[src/rtl/stopwatch_pkg.sv]
// Shared definitions for the stopwatch sequencer slice.
//   - Encodings of the external stopwatch FSM state (O_STATE).
//   - Encodings of the command bus into that FSM (I_CMD).
//   - State type of the sequencer's own FSM.
package stopwatch_pkg;

  localparam logic [1:0] ST_RESET = 2'b00;
  localparam logic [1:0] ST_RUN   = 2'b01;
  localparam logic [1:0] ST_PAUSE = 2'b10;

  localparam logic [1:0] CMD_NONE   = 2'b00;
  localparam logic [1:0] CMD_TOGGLE = 2'b01;
  localparam logic [1:0] CMD_RESET  = 2'b10;

  typedef enum logic [1:0] {
    IDLE,
    ISSUE,
    WAIT
  } seq_state_e;

endpackage

[src/rtl/btn_debounce.sv]
// Button conditioner: 2-flop synchroniser followed by a stable counter.
// The debounced level follows the synchronised input only after it has
// differed from the current level for DEB_CYCLES consecutive cycles; any
// bounce restarts the count. A rising debounced level yields a one-cycle press.
// Ports:
//   CLK, RST : clock, asynchronous active-high reset
//   raw      : asynchronous button input
//   level    : debounced level
//   press    : one-cycle pulse on a rising debounced level
module btn_debounce #(
  parameter int unsigned DEB_CYCLES = 4
) (
  input  logic CLK,
  input  logic RST,
  input  logic raw,
  output logic level,
  output logic press
);

  localparam int unsigned CW = (DEB_CYCLES > 1) ? $clog2(DEB_CYCLES) : 1;
  localparam logic [CW-1:0] CNT_LAST = CW'(DEB_CYCLES - 1);

  logic          sync1_q, sync2_q;
  logic          level_q, level_d;
  logic          press_q, press_d;
  logic [CW-1:0] cnt_q, cnt_d;

  always_comb begin
    level_d = level_q;
    press_d = 1'b0;
    cnt_d   = '0;
    if (sync2_q != level_q) begin
      if (cnt_q == CNT_LAST) begin
        level_d = sync2_q;
        press_d = sync2_q;
      end else begin
        cnt_d = cnt_q + 1'b1;
      end
    end
  end

  always_ff @(posedge CLK or posedge RST) begin
    if (RST) begin
      sync1_q <= 1'b0;
      sync2_q <= 1'b0;
      level_q <= 1'b0;
      press_q <= 1'b0;
      cnt_q   <= '0;
    end else begin
      sync1_q <= raw;
      sync2_q <= sync1_q;
      level_q <= level_d;
      press_q <= press_d;
      cnt_q   <= cnt_d;
    end
  end

  assign level = level_q;
  assign press = press_q;

endmodule

[src/rtl/stopwatch_sequencer.sv]
// Controller in front of the stopwatch FSM. Debounces the Run/Pause and Reset
// buttons, issues one-cycle commands on I_CMD, confirms each by watching
// O_STATE, and derives TICK / CLEAR for the time-count datapath.
// Ports:
//   CLK, RST         : clock, asynchronous active-high reset
//   BTN_RUN, BTN_RST : raw buttons
//   O_STATE          : FSM state (00 RESET, 01 RUN, 10 PAUSE, 11 illegal)
//   I_CMD            : FSM command (00 none, 01 toggle, 10 reset)
//   TICK             : count-enable pulse every PRESCALE cycles of RUN
//   CLEAR            : one-cycle pulse on entry to RESET
//   BUSY             : sequencer not IDLE
//   ERR              : sticky command-timeout flag
// Build option: define PRESS_QUEUE_EN to keep one press that arrives while
// BUSY and dispatch it once the current command completes.
module stopwatch_sequencer
  import stopwatch_pkg::*;
#(
  parameter int unsigned DEB_CYCLES = 4,
  parameter int unsigned PRESCALE   = 10,
  parameter int unsigned TIMEOUT    = 8
) (
  input  logic       CLK,
  input  logic       RST,
  input  logic       BTN_RUN,
  input  logic       BTN_RST,
  input  logic [1:0] O_STATE,
  output logic [1:0] I_CMD,
  output logic       TICK,
  output logic       CLEAR,
  output logic       BUSY,
  output logic       ERR
);

  localparam int unsigned PW = $clog2(PRESCALE);
  localparam int unsigned TW = $clog2(TIMEOUT);
  localparam logic [PW-1:0] PRE_LAST = PW'(PRESCALE - 1);
  localparam logic [TW-1:0] TMO_LAST = TW'(TIMEOUT - 1);

  logic run_press, rst_press;
  logic run_level_unused, rst_level_unused;

  btn_debounce #(.DEB_CYCLES(DEB_CYCLES)) u_deb_run (
    .CLK   (CLK),
    .RST   (RST),
    .raw   (BTN_RUN),
    .level (run_level_unused),
    .press (run_press)
  );

  btn_debounce #(.DEB_CYCLES(DEB_CYCLES)) u_deb_rst (
    .CLK   (CLK),
    .RST   (RST),
    .raw   (BTN_RST),
    .level (rst_level_unused),
    .press (rst_press)
  );

  seq_state_e    state_q, state_d;
  logic [1:0]    cmd_q, cmd_d;
  logic [1:0]    exp_q, exp_d;
  logic [TW-1:0] timer_q, timer_d;
  logic          err_q, err_d;
  logic [PW-1:0] presc_q, presc_d;
  logic [1:0]    prev_q;
  logic          ev_run, ev_rst;

`ifdef PRESS_QUEUE_EN
  logic pend_valid_q, pend_valid_d;
  logic pend_rst_q, pend_rst_d;

  // In IDLE the pending slot is merged with fresh presses and consumed.
  assign ev_rst = rst_press | (pend_valid_q & pend_rst_q);
  assign ev_run = run_press | (pend_valid_q & ~pend_rst_q);

  // A reset press may replace a pending run; a run never replaces anything.
  always_comb begin
    pend_valid_d = pend_valid_q;
    pend_rst_d   = pend_rst_q;
    if (state_q == IDLE) begin
      pend_valid_d = 1'b0;
      pend_rst_d   = 1'b0;
    end else if (rst_press) begin
      pend_valid_d = 1'b1;
      pend_rst_d   = 1'b1;
    end else if (run_press && !pend_valid_q) begin
      pend_valid_d = 1'b1;
      pend_rst_d   = 1'b0;
    end
  end

  always_ff @(posedge CLK or posedge RST) begin
    if (RST) begin
      pend_valid_q <= 1'b0;
      pend_rst_q   <= 1'b0;
    end else begin
      pend_valid_q <= pend_valid_d;
      pend_rst_q   <= pend_rst_d;
    end
  end
`else
  assign ev_rst = rst_press;
  assign ev_run = run_press;
`endif

  // State register (with the registers the FSM owns).
  always_ff @(posedge CLK or posedge RST) begin
    if (RST) begin
      state_q <= IDLE;
      cmd_q   <= CMD_NONE;
      exp_q   <= ST_RESET;
      timer_q <= '0;
      err_q   <= 1'b0;
    end else begin
      state_q <= state_d;
      cmd_q   <= cmd_d;
      exp_q   <= exp_d;
      timer_q <= timer_d;
      err_q   <= err_d;
    end
  end

  // Next-state logic.
  always_comb begin
    state_d = state_q;
    cmd_d   = cmd_q;
    exp_d   = exp_q;
    timer_d = timer_q;
    err_d   = err_q;
    unique case (state_q)
      IDLE: begin
        if (ev_rst) begin
          cmd_d   = CMD_RESET;
          exp_d   = ST_RESET;
          state_d = ISSUE;
        end else if (ev_run) begin
          cmd_d   = CMD_TOGGLE;
          exp_d   = (O_STATE == ST_RUN) ? ST_PAUSE : ST_RUN;
          state_d = ISSUE;
        end
      end
      ISSUE: begin
        timer_d = '0;
        state_d = WAIT;
      end
      WAIT: begin
        if (O_STATE == exp_q) begin
          state_d = IDLE;
        end else if (timer_q == TMO_LAST) begin
          err_d   = 1'b1;
          state_d = IDLE;
        end else begin
          timer_d = timer_q + 1'b1;
        end
      end
      default: state_d = IDLE;
    endcase
  end

  // FSM outputs.
  always_comb begin
    I_CMD = (state_q == ISSUE) ? cmd_q : CMD_NONE;
    BUSY  = (state_q != IDLE);
    ERR   = err_q;
  end

  // Prescaler follows the observed FSM state, not the sequencer.
  always_comb begin
    presc_d = presc_q;
    TICK    = 1'b0;
    if (O_STATE == ST_RUN) begin
      if (presc_q == PRE_LAST) begin
        TICK    = 1'b1;
        presc_d = '0;
      end else begin
        presc_d = presc_q + 1'b1;
      end
    end else if (O_STATE == ST_RESET) begin
      presc_d = '0;
    end
  end

  assign CLEAR = (O_STATE == ST_RESET) && (prev_q != ST_RESET);

  always_ff @(posedge CLK or posedge RST) begin
    if (RST) begin
      presc_q <= '0;
      prev_q  <= ST_RESET;
    end else begin
      presc_q <= presc_d;
      prev_q  <= O_STATE;
    end
  end

endmodule
[config.mk]
export PLATFORM = sky130hd
export DESIGN_NAME = stopwatch_sequencer
export DESIGN_NICKNAME = d
export VERILOG_FILES = /design/src/rtl/stopwatch_pkg.sv /design/src/rtl/btn_debounce.sv /design/src/rtl/stopwatch_sequencer.sv
export SDC_FILE = /design/constraint.sdc
export NUM_CORES = 1
export LEC_CHECK = 0
export ABC_AREA = 0
export BUFFER_PORTS_ARGS = -buffer_cell sky130_fd_sc_hd__buf_2
export CORE_UTILIZATION = 30
export DETAILED_ROUTE_END_ITERATION = 10
export PLACE_DENSITY_LB_ADDON = 0.2
export SLEW_MARGIN = 5
export SYNTH_ARGS = -nofsm -noshare
export SYNTH_HDL_FRONTEND = slang
export SYNTH_HIERARCHICAL = 1
export SYNTH_SLANG_ARGS = --single-unit
[constraint.sdc]
create_clock -name CLK -period 1.45 [get_ports CLK]
set_input_delay 0.145 -clock CLK [delete_from_list [all_inputs] [get_ports CLK]]
set_output_delay 0.145 -clock CLK [all_outputs]
set_load 0.005 [all_outputs]
==> out/results.txt <==
Int Pwr - 0.00156 W
Critical path class - register to register
CTS clk-pin slew, worst paths - 0.10 ns
Filler instances - 365
Power share of the combinational group - 29.3%
Core Rows - 22
RSZ-0062 raised after global routing - no
Core area - 3770 um2
Reg area - 701 um2
Post-synthesis instance total - 100
H-tree Lvls - 1
Max rail drop VDD - 0.923 mV
DRT antenna net count - 0
Crit share post-route - 95.6%
Non-Filler Instances - 169
Worst skew pair latency - 0.27 ns
Placed insts - 158
Final wirelength - 1830 um
Diode count - 0
Signal arrival time at the worst endpoint - 1.55 ns
Status - finished clean
Syn. warnings - 6
Die X - 65.8 um
First-pass DRT Iterations - 4
Area growth from synthesis to layout - 18.7%
Max_cap viols - 0
Setup TNS - 0 ns
Max stage delay cell, worst path - dfrtp_1
Layout cells sized above 1 - 26.4%
Syn nets - 112
Register area share after synthesis - 57.3%
CP Launch Type - register
Mean Syn Cell Area - 12.2 um2
Die area - 4330 um2
Vias post-DR - 748
Root Buffer - clkbuf_8
Crit path max fanout - 4
DRC - 0
HP Class - primary input to register
Final Wtd Congestion - 0.703
Antenna violations before repair - 0
Die height - 65.8 um
Max incr delay on CP - 0.40 ns
Pleak - 0.723 nW
Total congestion overflow - 0
Path depth of the worst reg2reg path - 5
Crit. End Element - register
Setup Viol. Count Final - 0
Seq cells post-synth - 28
Pins over their slew limit - 0
Clock skew - 0.00924 ns
Initial core utilization - 32.4%
Yosys top cell by area - dfrtp_1
Hold path depth - 1
Area of the multi-input gates - 479 um2
# nets final - 134
Critical-path cell list - ha_1 > ha_2 > nor3b_2 > o21ai_4 > mux2i_1
Dpl hpwl - 1300 um
Post-route minimum period - 1.39 ns
Rel. slew slack - 57.5%
First-pass GRT wire length - 2960 um
Net Switching - 0.000676 W
Slew @ Worst Pin - 0.637 ns
PD cells - 1540 nW/um2
Synth Cell Area - 1220 um2
IO Pins - 12
Clock Sinks - 28
Synth area leaders - dfrtp_1 (57%), ha_1 (6.1%), mux2i_1 (3.3%)
Worst path required time - 1.61 ns
Vias in the first global route - 651
Clock Path Buffers - 2
Final Hold Viols - 0
WL/cell - 10.8 um
I/O Buffers - 11
F_max - 722 MHz
Post-synth top area share - 57.3%
Vias/cell - 4.43
Switch share - 30.2%
Sequential Power Share - 49.5%
Count of cell types in the netlist - 28
CTS tree - done
DRT iter0 DRCs - 19
GRT Overall Usage - 9.09%
Largest net degree at the start of global routing - 17
Clk pwr share - 21.2%
Total CTS buffers - 3
-- area by class of cell --
| class | instances | share of cell area [%] |
|---|---|---|
| Clock buffer | 4 | 3.79 |
| Inverter | 9 | 2.33 |
| Multi-Input combinational cell | 61 | 33.0 |
| Sequential cell | 28 | 48.3 |
| Tap cell | 48 | 4.14 |
| Timing Repair Buffer | 19 | 8.45 |
-- synth_stat cells --
cell / count
nor2_1: 5
o21ai_0: 3
dfrtp_1: 28
nand3b_1: 1
nand3_1: 2
nor3b_1: 1
o31ai_1: 1
o21ai_4: 1
o41ai_1: 2
buf_4: 1
nand2_1: 9
nor3_1: 1
xor2_1: 2
mux2i_1: 4
nor2b_1: 4
xor2_2: 1
ha_1: 6
or2_1: 1
buf_6: 1
nor2_4: 2
nand2b_1: 2
and3b_2: 2
mux2_4: 1
nor3_2: 2
o21ai_1: 4
inv_1: 9
xnor2_1: 2
mux2_1: 2
-- cell families after synthesis --
logic type / after synthesis / share of synthesized area [%]
simple gates: 32 / 15.5
flops: 28 / 57.3
compound gates: 11 / 6.24
buf+inv: 11 / 4.30
mux: 7 / 6.35
fa+ha+maj: 6 / 6.14
xor+xnor: 5 / 4.20
-- critical path, delay by kind of cell (launching register included) --
kind	cells	cell delay, ns
DFF	1	0.40
adders and majority gates	2	0.39
and+or+nand+nor	1	0.24
muxes	1	0.13
AOI/OAI and AO/OA	1	0.12
-- power by group through the flow --
stage	logic, W	clock network (W)	registers, W
after CTS	0.000604	0.000495	0.00111
after global routing	0.000737	0.000524	0.00113
after floorplan	0.000499	0	0.00109
final	0.000654	0.000474	0.00110
after detailed placement	0.000590	0	0.00113
after global placement	0.000570	0	0.00112
-- state kept, by name, indices dropped and copies added, names as in the netlist, 2 cells and up --
name / cells
exp_q: 2
u_deb_run/cnt_q: 2
presc_q: 4
u_deb_rst/cnt_q: 2
cmd_q: 2
prev_q: 2
timer_q: 3
state_q: 2
-- metrics by stage --
step / power, W / utilization, % / hold slack, ns / worst slack (ns) / instance area (um2)
2_1_floorplan: 0.00159 / - / -0.0640 / 0.0222 / 1220
5_1_grt: 0.00239 / 38.5 / 0.0414 / 0.00819 / 1450
3_3_place_gp: 0.00169 / 35.2 / 0.0888 / -0.0251 / 1330
6_report: 0.00223 / 38.5 / 0.0503 / 0.0641 / 1450
4_1_cts: 0.00221 / 37.6 / 0.0451 / 0.0119 / 1420
3_5_place_dp: 0.00172 / 35.2 / 0.0826 / -0.0500 / 1330
-- per-layer routing --
metal,global-route usage (%),wire [um],up-vias
met5,0,0,-
li1,-,-,374
met4,1.63,7,0
met2,14.3,874,13
met1,11.8,877,359
met3,3.62,74,2
-- worst paths after layout --
check | start | endpoint | slack (ns)
max in group asynchronous | RST | cmd_q[1] | 0.53
worst min-delay path | O_STATE[0] | prev_q[0] | 0.05
worst max-delay path | timer_q[0] | timer_q[0] | 0.06
worst max register to register | timer_q[0] | timer_q[0] | 0.06
min in group asynchronous | RST | u_deb_rst/sync1_q | 0.34
worst min register to register | u_deb_rst/sync1_q | u_deb_rst/sync2_q | 0.36
-- layout by cell type (no fill, tap or decap), types with 2 or more instances in the layout --
| cell type | synthesis | final |
|---|---|---|
| nand3_1 | 2 | 2 |
| dfrtp_1 | 28 | 28 |
| and3b_2 | 2 | 2 |
| nand2b_1 | 2 | 2 |
| buf_4 | 1 | 5 |
| nor3_2 | 2 | 2 |
| o21ai_0 | 3 | 3 |
| ha_1 | 6 | 5 |
| inv_1 | 9 | 9 |
| nor2b_1 | 4 | 4 |
| xor2_1 | 2 | 2 |
| clkbuf_8 | 0 | 4 |
| nor2_4 | 2 | 2 |
| nand2_1 | 9 | 9 |
| mux2i_1 | 4 | 4 |
| o41ai_1 | 2 | 2 |
| o21ai_1 | 4 | 4 |
| dlygate4sd3_1 | 0 | 3 |
| xnor2_1 | 2 | 2 |
| nor2_1 | 5 | 5 |
| buf_2 | 0 | 11 |
| mux2_1 | 2 | 2 |
-- repair_timing --
action | CTS | global route
buffers inserted | 0 | 4
pin swaps | 0 | 1
hold buffers | 3 | 0
hold endpoints to repair | 30 | 0
setup endpoints to repair | 3 | 5
resized for setup | 1 | 2
(Power assumes the default switching activity.)
